[src/rtl/mem_burst_arbiter.sv]
// Round-robin two-master burst arbiter in front of a shared sequential buffer.
// Tracks buffer occupancy locally and back-pressures the owning writer at DEPTH.
module mem_burst_arbiter #(
  parameter int DATA_W = 512,
  parameter int DEPTH  = 16,
  parameter int LEN_W  = 8,
  parameter int CNT_W  = $clog2(DEPTH + 1)
) (
  input  logic              clk,
  input  logic              reset,
  input  logic              m0_req,
  input  logic [LEN_W-1:0]  m0_len,
  output logic              m0_gnt,
  input  logic              m0_valid,
  input  logic [DATA_W-1:0] m0_data,
  output logic              m0_ready,
  input  logic              m1_req,
  input  logic [LEN_W-1:0]  m1_len,
  output logic              m1_gnt,
  input  logic              m1_valid,
  input  logic [DATA_W-1:0] m1_data,
  output logic              m1_ready,
  output logic              buf_wr,
  output logic [DATA_W-1:0] buf_wdata,
  output logic              buf_rd,
  input  logic              buf_empty,
  output logic              s_valid,
  input  logic              s_ready,
  output logic [CNT_W-1:0]  occupancy,
  output logic              full,
  output logic              busy
);

  typedef enum logic {
    S_IDLE,
    S_BURST
  } state_e;

  state_e             state_q, state_d;
  logic               owner_q, owner_d;
  logic               last_q, last_d;
  logic [LEN_W-1:0]   beats_q, beats_d;
  logic [CNT_W-1:0]   occ_q, occ_d;
  logic               pick;
  logic               beat;

  assign busy      = (state_q == S_BURST);
  assign full      = (occ_q == CNT_W'(DEPTH));
  assign occupancy = occ_q;

  assign m0_gnt   = busy & ~owner_q;
  assign m1_gnt   = busy & owner_q;
  // ready looks only at grant and full, never at valid
  assign m0_ready = m0_gnt & ~full;
  assign m1_ready = m1_gnt & ~full;

  assign beat      = (m0_ready & m0_valid) | (m1_ready & m1_valid);
  assign buf_wr    = beat;
  assign buf_wdata = m1_gnt ? m1_data :
                     m0_gnt ? m0_data : '0;

  assign s_valid = ~buf_empty;
  assign buf_rd  = s_valid & s_ready;

  // on a tie the master that did not win last time goes next
  assign pick = (m0_req & m1_req) ? ~last_q : m1_req;

  always_comb begin
    state_d = state_q;
    owner_d = owner_q;
    last_d  = last_q;
    beats_d = beats_q;
    unique case (state_q)
      S_IDLE: begin
        if (m0_req | m1_req) begin
          state_d = S_BURST;
          owner_d = pick;
          beats_d = pick ? m1_len : m0_len;
        end
      end
      S_BURST: begin
        if (beat) begin
          if (beats_q == '0) begin
            state_d = S_IDLE;
            last_d  = owner_q;
          end else begin
            beats_d = beats_q - LEN_W'(1);
          end
        end
      end
      default: state_d = S_IDLE;
    endcase
  end

  always_comb begin
    occ_d = occ_q;
    unique case (1'b1)
      (buf_wr & ~buf_rd):
        occ_d = occ_q + CNT_W'(1);
      (buf_rd & ~buf_wr & (occ_q != '0)):
        occ_d = occ_q - CNT_W'(1);
      default: occ_d = occ_q;
    endcase
  end

  always_ff @(posedge clk or posedge reset) begin
    if (reset) begin
      state_q <= S_IDLE;
      owner_q <= 1'b0;
      last_q  <= 1'b1;
      beats_q <= '0;
      occ_q   <= '0;
    end else begin
      state_q <= state_d;
      owner_q <= owner_d;
      last_q  <= last_d;
      beats_q <= beats_d;
      occ_q   <= occ_d;
    end
  end

endmodule

[config.mk]
export PLATFORM = sky130hd
export DESIGN_NAME = mem_burst_arbiter
export DESIGN_NICKNAME = d
export VERILOG_FILES = /design/src/rtl/mem_burst_arbiter.sv
export SDC_FILE = /design/constraint.sdc
export NUM_CORES = 1
export LEC_CHECK = 0
export BUFFER_PORTS_ARGS = -buffer_cell sky130_fd_sc_hd__clkbuf_2
export CAP_MARGIN = 25
export CORE_AREA = 3 3 613 615
export DETAILED_ROUTE_END_ITERATION = 8
export DIE_AREA = 0 0 616 618
export SYNTH_ARGS = -nofsm -noshare
export SYNTH_HDL_FRONTEND = slang
export SYNTH_SLANG_ARGS = --single-unit
[constraint.sdc]
create_clock -name clk -period 2.7 [get_ports clk]
set_input_delay 0.54 -clock clk [delete_from_list [all_inputs] [get_ports clk]]
set_output_delay 0.54 -clock clk [all_outputs]
set_load 0.005 [all_outputs]
==> reports/results.txt <==
Chip Height -> 618 µm
Worst Reg-to-Reg Cells -> 11
synthesized net count -> 2317
failing checks -> setup timing
RSZ-0062 raised after global routing -> true
first-pass GRT wire length -> 413.6 mm
gr usage total -> 18.97%
FF-to-FF End -> occupancy[4]$_DFFE_PP0P_
pre-CTS WS -> -0.5225 ns
Critical Path End Type -> flip-flop
Final Cycle Share -> 102.7%
Die Wd -> 616 µm
measured slew at the worst slew-check pin -> 0.8337 ns
clk_lat worst skew -> 0.33 ns
dpl cells -> 7742
vias per cell -> 2.510
IO Port Bufs -> 1573
Starting DRT DRC Count -> 1614
Top Ports -> 1574
internal power -> 8.694 mW
Pwr Density -> 698.9 mW/mm²
DR DRC count -> 0
Required @ worst endpoint -> 2.85 ns
Routed Antenna Nets -> 0
Detailed Route WL -> 376.7 mm
unique cell type count in the Yosys netlist -> 48
switching share of total power -> 56.48%
maximum clock rate -> 360.6 MHz
Synth Flop Type -> dfrtp_1
Net count, final -> 3889
fraction of layout instances using a drive strength above 1 -> 65.36%
DR vias -> 19942
Hold Vio Cnt, Final -> 0
Clock Tree Buf Depth -> 2
Post-Synthesis Cells -> 1264
final std cells w/o fill -> 7945
Sink Count -> 16
post-route cell area -> 0.02859 mm²
Starting Density -> 2.346%
total congestion overflow -> 0
Worst Path Max Fanout -> 4
antenna violations before repair -> 598
P&R area growth vs syn -> 228.2%
relative slew slack -> 44.42%
hold_ws -> 0.2871 ns
crit-path leading delay family -> compound AO/OA/AOI/OAI gates
leakage power -> 12.73 nW
min-delay worst type -> input pin to async pin
total die area -> 0.3807 mm²
vias in the first global route -> 17442
largest net degree at the start of global routing -> 140
Comb power frac -> 95.3%
final setup margin -> -0.07289 ns
post-synthesis register bit count -> 16
Clock power frac -> 2.3%
CP bufs+invs -> 3
PnR Total Power -> 19.98 mW
Crit path largest cell delay -> 0.53 ns
Worst Skew -> 0.05344 ns
Startpoint Class -> flip-flop
H-tree Lvls -> 1
Critical Path, Cell by Cell -> buf_6 > mux2i_2 > buf_6 > nor3_4 > nor2_4 > fa_2 > a21o_1 > a21o_1 > buf_4 > a221oi_2 > a221oi_2
placed cell areas -> 0.02587 mm²
Mapped Area -> 0.008711 mm²
router iterations before antenna repair -> 8
clk slew on worst S/H paths -> 0.13 ns
Num CTS Buffers -> 3
core box area -> 0.3714 mm²
Max VDD drop -> 0.4124 mV
sequential power share -> 2.4%
R2R setup slack -> -0.07 ns
critical path class -> flip-flop to flip-flop
Final GP Congestion -> 1.575
status -> finished with violations
syn avg cell area -> 6.891 µm²
Final Setup Violations -> 17
max cap viols -> 0
slowest cell on the critical path -> dfrtp_4
CTS tree -> yes
num rows -> 224
most frequent cells in the layout -> 1355 x clkbuf_2, 454 x mux2i_1, 441 x nor2_1
CTS root buf -> clkbuf_16
fraction of registers with async set/reset -> 100.0%
fin. max-slew vios -> 0
drt wl/cell -> 47.41 µm
Psw -> 11.29 mW
Reg2Reg Launch Point -> owner_q$_DFFE_PP0P_
shortest period the worst path allows -> 2.773 ns
EDFF count, synth -> 0
dpl hpwl -> 356.1 mm
Seq/Total Area, Yosys -> 4.611%
Ys Warns -> 0
critical path arrival -> 2.93 ns
commonest non-fill, non-tap cell in the layout -> clkbuf_2
## power by group through the flow
stage	sequential [mW]	combinational, mW	clock (mW)
2_1_floorplan	0.468	4.72	0
5_1_grt	0.501	19.9	0.471
3_5_place_dp	0.477	17.2	0
4_1_cts	0.483	19.4	0.492
3_3_place_gp	0.467	17.1	0
6_report	0.482	19.0	0.454
## cell usage after synthesis, drive strengths merged, types with 2 or more instances
cell | n | area share (%)
a21o | 5 | 0.43
a21oi | 2 | 0.11
a221o | 3 | 0.34
a221oi | 2 | 0.20
a22o | 2 | 0.20
a22oi | 2 | 0.17
a32oi | 2 | 0.20
and2 | 2 | 0.14
buf | 51 | 2.6
clkbuf | 67 | 2.9
dfrtp | 15 | 4.3
ha | 4 | 0.57
inv | 8 | 0.34
mux2 | 4 | 0.52
mux2i | 519 | 60
nand2 | 4 | 0.17
nand2b | 4 | 0.29
nor2 | 521 | 22
nor2b | 3 | 0.22
nor3 | 7 | 0.40
nor4 | 3 | 0.29
nor4b | 3 | 0.30
o211ai | 2 | 0.17
o21ai | 3 | 0.17
o22ai | 6 | 0.50
o32a | 2 | 0.23
or4b | 2 | 0.23
xor2 | 2 | 0.20
## final cells by class
| type | instances | area (µm²) |
|---|---|---|
| antenna | 138 | 345.3 |
| multi-input combinational | 1122 | 8746 |
| timing repair buffer | 1685 | 12740 |
| fill | 43616 | 342800 |
| inverter | 8 | 45.04 |
| clock buffer | 4 | 88.84 |
| sequential | 16 | 405.4 |
| tap | 4972 | 6221 |
## worst max-delay path by stage
stage,startpoint,end,cells past startpoint
2_1_floorplan,occupancy[0]$_DFFE_PP0P_,occupancy[4]$_DFFE_PP0P_,8
3_3_place_gp,m1_valid,occupancy[4]$_DFFE_PP0P_,10
3_5_place_dp,m1_valid,occupancy[4]$_DFFE_PP0P_,10
4_1_cts,owner_q$_DFFE_PP0P_,buf_wdata[425],8
5_1_grt,owner_q$_DFFE_PP0P_,occupancy[4]$_DFFE_PP0P_,10
6_report,owner_q$_DFFE_PP0P_,occupancy[4]$_DFFE_PP0P_,11
## routing by layer
metal | vias to the layer above | wire [µm] | share of wire [%] | track usage (%)
met5 | - | 2385 | 0.63 | 0.3122
met4 | 354 | 18010 | 4.8 | 6.914
met3 | 1125 | 56550 | 15 | 13.18
met2 | 2053 | 186600 | 50 | 33.77
met1 | 8745 | 113100 | 30 | 16.63
li1 | 7665 | - | - | -
## sequential cells by signal (all words and copies together) (netlist names)
register and cells:
occupancy 5, beats_q 8, busy 1, owner_q 1, last_q 1
## worst reg2reg max path: stages (launching register included)
cell and delay [ns]:
dfrtp_4 0.53, buf_6 0.13, mux2i_2 0.16, buf_6 0.18
nor3_4 0.25, nor2_4 0.08, fa_2 0.35, a21o_1 0.24
a21o_1 0.23, buf_4 0.14, a221oi_2 0.25, a221oi_2 0.05
## logic make-up (layout without fill, tap and decap cells)
logic type / after synthesis / in the layout / synth area share (%)
AO/OA/AOI/OAI: 38 / 38 / 3.462
XOR/XNOR: 3 / 3 / 0.3017
adder cells (fa/ha/maj): 5 / 5 / 0.8044
buffers and inverters: 126 / 1697 / 5.846
flip-flops: 16 / 16 / 4.611
multiplexers: 523 / 523 / 60.16
other: 0 / 138 / 0
AND/OR/NAND/NOR: 553 / 553 / 24.82
## stage by stage
| stage | utilization (%) | TNS [ns] |
|---|---|---|
| detailed placement | 6.967 | -3.361 |
| global placement | 6.948 | -4.280 |
| global route | 7.666 | -1.690 |
| finish | 7.698 | -0.3098 |
| floorplan | - | 0 |
| CTS | 7.478 | -6.713 |
## what timing repair did
action / in CTS / in global routing
cloned: 15 / 5
setup endpoints to repair: 243 / 189
hold buffers: 0 / 0
pin swaps: 21 / 18
resized for setup: 246 / 90
buffers inserted: 27 / 17
(Power assumes the default switching activity.)
